`config.mk`:
```
export PLATFORM = sky130hd
export DESIGN_NAME = usb_bit_stuffer_hs_flat
export DESIGN_NICKNAME = d
export VERILOG_FILES = /design/src/rtl/usb_bit_stuffer_hs_if.sv /design/src/rtl/usb_bit_stuffer_hs.sv /design/src/flat_wrapper.sv
export SDC_FILE = /design/constraint.sdc
export NUM_CORES = 1
export LEC_CHECK = 0
export ABC_AREA = 1
export CAP_MARGIN = 40
export CELL_PAD_IN_SITES_DETAIL_PLACEMENT = 0
export CELL_PAD_IN_SITES_GLOBAL_PLACEMENT = 1
export CORE_MARGIN = 2
export CORE_UTILIZATION = 26
export CTS_BUF_LIST = sky130_fd_sc_hd__clkbuf_16
export DETAILED_ROUTE_END_ITERATION = 12
export PLACE_DENSITY_LB_ADDON = 0.12
export SLEW_MARGIN = 15
export SYNTH_ARGS = -nofsm -noshare
export SYNTH_HDL_FRONTEND = slang
export SYNTH_SLANG_ARGS = --single-unit
```
`constraint.sdc`:
```
create_clock -name clk -period 1.5 [get_ports clk]
set_input_delay 0.15 -clock clk [delete_from_list [all_inputs] [get_ports clk]]
set_output_delay 0.15 -clock clk [all_outputs]
set_load 0.02 [all_outputs]
```
`src/rtl/usb_bit_stuffer_hs_if.sv`:
```
// rtl/usb_bit_stuffer_hs_if.sv - serialiser-side and encoder-side bit handshakes of the bit stuffer
interface usb_bit_stuffer_hs_if;
    logic in_bit;
    logic in_valid;
    logic in_ready;
    logic out_bit;
    logic out_valid;
    logic out_ready;
    logic out_stuff;

    modport master (
        output in_bit, in_valid, out_ready,
        input  in_ready, out_bit, out_valid, out_stuff
    );

    modport slave (
        input  in_bit, in_valid, out_ready,
        output in_ready, out_bit, out_valid, out_stuff
    );
endinterface

```
`src/rtl/usb_bit_stuffer_hs.sv`:
```
// rtl/usb_bit_stuffer_hs.sv - handshaked bit stuffer inserting a zero after MAX_RUN ones
// Stuff-event counter present only when USB_BIT_STUFFER_CNT_EN is defined.
module usb_bit_stuffer_hs #(
    parameter int MAX_RUN = 6,
    parameter int CNT_W   = 16
) (
    input  logic               clk,
    input  logic               RST,
    input  logic               clr,
    usb_bit_stuffer_hs_if.slave bus,
    output logic [CNT_W-1:0]   stuff_count
);

    localparam int RUN_W = $clog2(MAX_RUN + 1);
    localparam logic [RUN_W-1:0] RUN_MAX = RUN_W'(MAX_RUN);

    localparam logic [0:0] S_RUN   = 1'b0;
    localparam logic [0:0] S_STUFF = 1'b1;

    logic [0:0]       state_q, state_d;
    logic [RUN_W-1:0] run_q, run_d;
    logic             out_bit_q, out_bit_d;
    logic             out_valid_q, out_valid_d;
    logic             out_stuff_q, out_stuff_d;

    logic slot_free;
    logic accept;
    logic stuff_load;

    assign slot_free     = !out_valid_q || bus.out_ready;
    assign bus.in_ready  = (state_q == S_RUN) && slot_free && !clr;
    assign accept        = bus.in_valid && bus.in_ready;
    // clr discards a pending stuff bit, so it must also block its load
    assign stuff_load    = (state_q == S_STUFF) && slot_free && !clr;

    assign bus.out_bit   = out_bit_q;
    assign bus.out_valid = out_valid_q;
    assign bus.out_stuff = out_stuff_q;

    always_comb begin
        state_d     = state_q;
        run_d       = run_q;
        out_bit_d   = out_bit_q;
        out_valid_d = out_valid_q;
        out_stuff_d = out_stuff_q;

        if (slot_free) begin
            out_valid_d = 1'b0;
            if (stuff_load) begin
                out_bit_d   = 1'b0;
                out_valid_d = 1'b1;
                out_stuff_d = 1'b1;
                state_d     = S_RUN;
            end else if (accept) begin
                out_bit_d   = bus.in_bit;
                out_valid_d = 1'b1;
                out_stuff_d = 1'b0;
                if (bus.in_bit) begin
                    if (run_q + RUN_W'(1) == RUN_MAX) begin
                        run_d   = '0;
                        state_d = S_STUFF;
                    end else begin
                        run_d = run_q + RUN_W'(1);
                    end
                end else begin
                    run_d = '0;
                end
            end
        end

        if (clr) begin
            run_d   = '0;
            state_d = S_RUN;
        end
    end

    always_ff @(posedge clk or posedge RST) begin
        if (RST) begin
            state_q     <= S_RUN;
            run_q       <= '0;
            out_bit_q   <= 1'b0;
            out_valid_q <= 1'b0;
            out_stuff_q <= 1'b0;
        end else begin
            state_q     <= state_d;
            run_q       <= run_d;
            out_bit_q   <= out_bit_d;
            out_valid_q <= out_valid_d;
            out_stuff_q <= out_stuff_d;
        end
    end

`ifdef USB_BIT_STUFFER_CNT_EN
    logic [CNT_W-1:0] cnt_q, cnt_d;

    always_comb begin
        cnt_d = cnt_q;
        if (clr) begin
            cnt_d = '0;
        end else if (stuff_load && (cnt_q != {CNT_W{1'b1}})) begin
            cnt_d = cnt_q + CNT_W'(1);
        end
    end

    always_ff @(posedge clk or posedge RST) begin
        if (RST) begin
            cnt_q <= '0;
        end else begin
            cnt_q <= cnt_d;
        end
    end

    assign stuff_count = cnt_q;
`else
    assign stuff_count = '0;
`endif

endmodule

```
`src/flat_wrapper.sv`:
```
// flat-port wrapper written by rule: the top's interface ports become plain ports
module usb_bit_stuffer_hs_flat 
#(
    parameter int MAX_RUN = 6,
    parameter int CNT_W   = 16
)
  (clk, RST, clr, stuff_count, bus_in_bit, bus_in_valid, bus_out_ready, bus_in_ready, bus_out_bit, bus_out_valid, bus_out_stuff);
  usb_bit_stuffer_hs_if bus_i ();
  input  logic clk;
  input  logic RST;
  input  logic clr;
  output logic [CNT_W-1:0] stuff_count;
  input wire logic [$bits(bus_i.in_bit)-1:0] bus_in_bit;
  input wire logic [$bits(bus_i.in_valid)-1:0] bus_in_valid;
  input wire logic [$bits(bus_i.out_ready)-1:0] bus_out_ready;
  output wire logic [$bits(bus_i.in_ready)-1:0] bus_in_ready;
  output wire logic [$bits(bus_i.out_bit)-1:0] bus_out_bit;
  output wire logic [$bits(bus_i.out_valid)-1:0] bus_out_valid;
  output wire logic [$bits(bus_i.out_stuff)-1:0] bus_out_stuff;
  assign bus_i.in_bit = bus_in_bit;
  assign bus_i.in_valid = bus_in_valid;
  assign bus_i.out_ready = bus_out_ready;
  assign bus_in_ready = bus_i.in_ready;
  assign bus_out_bit = bus_i.out_bit;
  assign bus_out_valid = bus_i.out_valid;
  assign bus_out_stuff = bus_i.out_stuff;
  usb_bit_stuffer_hs #(.MAX_RUN(MAX_RUN), .CNT_W(CNT_W)) u_core (.clk(clk), .RST(RST), .clr(clr), .bus(bus_i), .stuff_count(stuff_count));
endmodule
```
; After elaboration in Yosys (flattened, before gate mapping)
; Cells that the tools add are included.
[totals]
reg_bits = 7
out_inout_bits = 20
[classes]
addsub = 1
eq_ne = 2
n_mux = 18
bitwise_logic = 1
reduce_logical = 17
[op_table]
columns = cell, n
row1 = 2-to-1 mux 3 bit, 6
row2 = 2-to-1 mux 1 bit, 12
row3 = nonzero test 3 bit, 3
row4 = nonzero test 2 bit, 3
row5 = logical AND 1 bit, 5
row6 = AND reduction 4 bit, 1
row7 = adder 3 x 1 -> 3 bit (second input constant), 1
row8 = == test 3 bit (second input constant), 1
row9 = AND reduction 3 bit, 1
row10 = zero test 1 bit, 2
row11 = != test 2 bit (second input constant), 1
row12 = AND reduction 2 bit, 1
row13 = logical OR 1 bit, 1
row14 = NOT 1 bit, 1

; Logic depth before layout (Yosys ltp)
[depth]
word_depth = 9
mapped_depth = 7

; Least setup slack after synthesis
; No wires, ideal clock.
[synth_path]
path_kind = register to register
from = reg u_core.run_q[0]
to = reg u_core.run_q[1]
setup_ns = 0.074
arrival_time_ns = 1.090
required_time_ns = 1.426
setup_slack_ns = 0.336
path_stages_with_launch = 8
path_buffers = 0
period_less_slack_ns = 1.164
cell_sequence = dfrtp_1 > ha_1 > inv_1 > nand2_1 > nand2_1 > nor2_1 > or2_1 > o21ai_2
[synth_via]
elab_chain_len = 8
[synth_lines]
columns = element, line_no
row1 = from (decl), usb_bit_stuffer_hs.sv:21  ; logic [RUN_W-1:0] run_q, run_d;
row2 = from (signal assigned), usb_bit_stuffer_hs.sv:86  ; run_q <= run_d;
row3 = adder 3 x 1 -> 3 bit *, "usb_bit_stuffer_hs.sv:59, usb_bit_stuffer_hs.sv:63"
row4 = == test 3 bit, usb_bit_stuffer_hs.sv:59  ; if (run_q + RUN_W'(1) == RUN_MAX) begin
row5 = 2-to-1 mux 3 bit *, usb_bit_stuffer_hs.sv:59
row6 = 2-to-1 mux 3 bit *, usb_bit_stuffer_hs.sv:58  ; if (bus.in_bit) begin
row7 = 2-to-1 mux 3 bit *, usb_bit_stuffer_hs.sv:54  ; end else if (accept) begin
row8 = 2-to-1 mux 3 bit *, usb_bit_stuffer_hs.sv:49  ; if (stuff_load) begin
row9 = 2-to-1 mux 3 bit *, usb_bit_stuffer_hs.sv:47  ; if (slot_free) begin
row10 = 2-to-1 mux 3 bit *, usb_bit_stuffer_hs.sv:71  ; if (clr) begin
; Every way passes the cells marked *; elsewhere a longest branch is shown, timed or not. The select of a mux whose other input is x is not followed.
; A chain may end at the register's enable or synchronous reset.

; Final worst setup path
[layout_path]
from = reg u_core.out_valid_q, in the netlist u_core.bus.out_valid
to = out bus_out_valid
[layout_rtl]
columns = element, line_no
row1 = from (decl), usb_bit_stuffer_hs.sv:23  ; logic out_valid_q, out_valid_d;
row2 = from (signal assigned), usb_bit_stuffer_hs.sv:88  ; out_valid_q <= out_valid_d;
row3 = to (decl), flat_wrapper.sv:18  ; output wire logic [$bits(bus_i.out_valid)-1:0] bus_out_valid;
; No word-level cell between the ends.

==> results.sh <==
export IMPL_insertion_delay_ps=230
export IMPL_post_cts_buffers=0
export IMPL_areaGrowthSynthToFinish_pct=31.1
export IMPL_timing_fmax_ghz=0.749
export IMPL_end_kind="output pin"
export IMPL_maxCapViolCount=0
export IMPL_nets=87
export IMPL_startpoint_type="register"
export IMPL_fin_ws_ps=164
export IMPL_swShare=0.238
export IMPL_ys_ff_latch=7
export IMPL_power_density_mw_per_mm2=1150
export IMPL_die_width_um=48.5
export IMPL_critPathBufInv=1
export IMPL_dr_first_iter_drc_count=4
export IMPL_drc_errors=0
export IMPL_maxSlewViolCount=0
export IMPL_final_antenna_net_count=0
export IMPL_r2r_end="u_core.run_q[1]$_DFFE_PP0P_"
export IMPL_fin_crit_ps=1340
export IMPL_cts_buffer_depth=2
export IMPL_hold_buffers=0
export IMPL_wl_um=827
export IMPL_die_h_um=48.5
export IMPL_finalSetupViolations=0
export IMPL_vias=373
export IMPL_viasPerCell=3.55
export IMPL_clock_skew_ps=3.46
export IMPL_cp_required_ps=1350
export IMPL_start_util=0.268
export IMPL_cts_tree="yes"
export IMPL_core_area_mm2=0.00192
export IMPL_r2r_slack_ps=270
export IMPL_worstSetupPathDepth=1
export IMPL_min_path_type="in -> async"
export IMPL_firstDrtPassIters=4
export IMPL_reg2reg_depth=7
export IMPL_critPathLaunch="u_core.bus.out_valid$_DFFE_PP0P_"
export IMPL_p_leak_uw=0.000342
export IMPL_path_max_fanout=2
export IMPL_switchingPower_uw=185
export IMPL_period_share=0.891
export IMPL_critPathArrivalTime_ps=1190
export IMPL_row_count=16
export IMPL_grt_setup_unrepaired="no"
export IMPL_clk_pin_slew_worst_paths_ps=40
export IMPL_fillers=227
export IMPL_crit_slowest_cell="clkdlybuf4s50_1"
export IMPL_p_seq_frac=0.267
export IMPL_post_place_ws_ps=-79.5
export IMPL_grt_pass1_wl_um=1440
export IMPL_gp_congestion=0.689
export IMPL_die_area_mm2=0.00235
export IMPL_grt_max_degree=8
export IMPL_antennaDiodeCount=0
export IMPL_hold_viol_final=0
export IMPL_r2r_start="u_core.run_q[0]$_DFFE_PP0P_"
export IMPL_ios=26
export IMPL_critPathTopFamily="buffers and inverters"
export IMPL_io_buffer_count=9
export IMPL_criticalPathCategory="reg -> out"
export IMPL_finalNonFillerCells=105
export IMPL_p_clk_frac=0.570
export IMPL_avgSynthCellArea_um2=8.18
export IMPL_pwr_share_comb=0.163
export IMPL_cts_root_buf="clkbuf_16"
export IMPL_synth_cells=63
export IMPL_dp_cells=101
export IMPL_first_global_vias=339
export IMPL_gr_total_overflow=0
export IMPL_grt_antenna_before_repair=0
export IMPL_ys_seq_area_frac=0.340
export IMPL_yosysUniqueCellTypes=15
export IMPL_clkSinkCount=7
export IMPL_netlist_area_um2=515
export IMPL_worstPathCellList="clkdlybuf4s50_1"
export IMPL_grt_use_total=0.0870
export IMPL_slowest_delay_ps=610
export IMPL_dpl_hpwl_um=677
export IMPL_numCtsBuffers=3
export IMPL_ir_drop_v=0.000631
export IMPL_crit_end="bus_out_valid"
export IMPL_post_drt_wl_per_cell_um=7.88
export IMPL_ys_warn_count=0
export IMPL_drive_above_1_share=0.167
export IMPL_htreeDepth=1
export IMPL_status="completed"
export IMPL_regArea_um2=175
export IMPL_p_int_uw=590
export IMPL_multiInputGateArea_um2=246
## metrics by stage
| step | utilization | total power [uW] | TNS (ps) | instance area (um2) | hold slack, ps |
|---|---|---|---|---|---|
| 6_report | 0.352 | 774 | 0 | 676 | 162 |
| 5_1_grt | 0.352 | 812 | 0 | 676 | 208 |
| 4_1_cts | 0.352 | 786 | 0 | 676 | 175 |
| 3_5_place_dp | 0.311 | 338 | -79.5 | 598 | 417 |
| 3_3_place_gp | 0.311 | 339 | -87.5 | 598 | 414 |
| 2_1_floorplan | - | 321 | 0 | 572 | -46.6 |
## registers in the layout (all words and copies together), names as in the netlist
| name | flops |
|---|---|
| u_core.run_q | 3 |
| u_core.bus.out_bit | 1 |
| u_core.bus.out_stuff | 1 |
| u_core.bus.out_valid | 1 |
| u_core.state_q | 1 |
## kinds of logic (layout without fill, tap and decap cells)
kind of cell	count (synthesis)	count (layout)	synth area share
compound gates	5	5	0.0704
fa+ha+maj	2	2	0.0485
buf+inv	24	24	0.291
flops	7	7	0.340
other cells	1	16	0.00727
simple gates	24	24	0.243
## Yosys cell counts
| master | instances | area, um2 |
|---|---|---|
| a21oi_1 | 1 | 5.00 |
| buf_4 | 16 | 120 |
| conb_1 | 1 | 3.75 |
| dfrtp_1 | 7 | 175 |
| ha_1 | 2 | 25.0 |
| inv_1 | 8 | 30.0 |
| nand2_1 | 10 | 37.5 |
| nand2_2 | 2 | 12.5 |
| nand3_1 | 5 | 25.0 |
| nand3_4 | 1 | 17.5 |
| nor2_1 | 4 | 15.0 |
| nor2_4 | 1 | 11.3 |
| o21ai_0 | 1 | 5.00 |
| o21ai_2 | 3 | 26.3 |
| or2_1 | 1 | 6.26 |
## layout make-up
cell class                      instances  area share
Clock buffer                            3       0.111
Clock inverter                          1     0.00556
Inverter                                8      0.0444
Multi-Input combinational cell         47       0.365
Sequential cell                         7       0.259
Tap cell                               27      0.0500
Timing Repair Buffer                   12       0.165
## how the worst min path moves through the flow
stage | start | to | slack [ps] | cells past startpoint
5_1_grt | RST | u_core.bus.out_valid$_DFFE_PP0P_ | 210 | 2
6_report | RST | u_core.bus.out_valid$_DFFE_PP0P_ | 160 | 2
3_5_place_dp | RST | u_core.bus.out_valid$_DFFE_PP0P_ | 420 | 2
3_3_place_gp | RST | u_core.bus.out_stuff$_DFFE_PP0P_ | 410 | 2
4_1_cts | RST | u_core.bus.out_valid$_DFFE_PP0P_ | 170 | 2
2_1_floorplan | RST | u_core.bus.out_bit$_DFFE_PP0P_ | -50 | 1
## cells in the final DEF (no fill, tap or decap), types with 2 or more instances in the layout
cell / count
conb_1: 16
nand2_1: 10
inv_1: 9
clkdlybuf4s50_1: 8
dfrtp_1: 7
nand3_1: 5
nor2_1: 4
o21ai_2: 3
clkbuf_16: 3
buf_4: 3
nand2_2: 2
ha_1: 2
## power groups by stage
stage	clock (uW)	sequential, uW	combinational (uW)
3_5_place_dp	0	209	129
4_1_cts	451	207	128
6_report	441	207	126
5_1_grt	466	209	137
3_3_place_gp	0	210	129
2_1_floorplan	0	218	102
## metal layers
layer	routed length (um)	vias up	global-route usage
li1	-	191	-
met1	345	161	0.0731
met2	374	19	0.141
met3	79	2	0.0586
met4	27	0	0.0714
met5	0	-	0
## what timing repair did
action,in CTS,in global routing
resized for setup,1,0
endpoints found under the hold margin,0,0
setup endpoints to repair,1,0
Note: power is estimated with default switching activity, not from simulation.
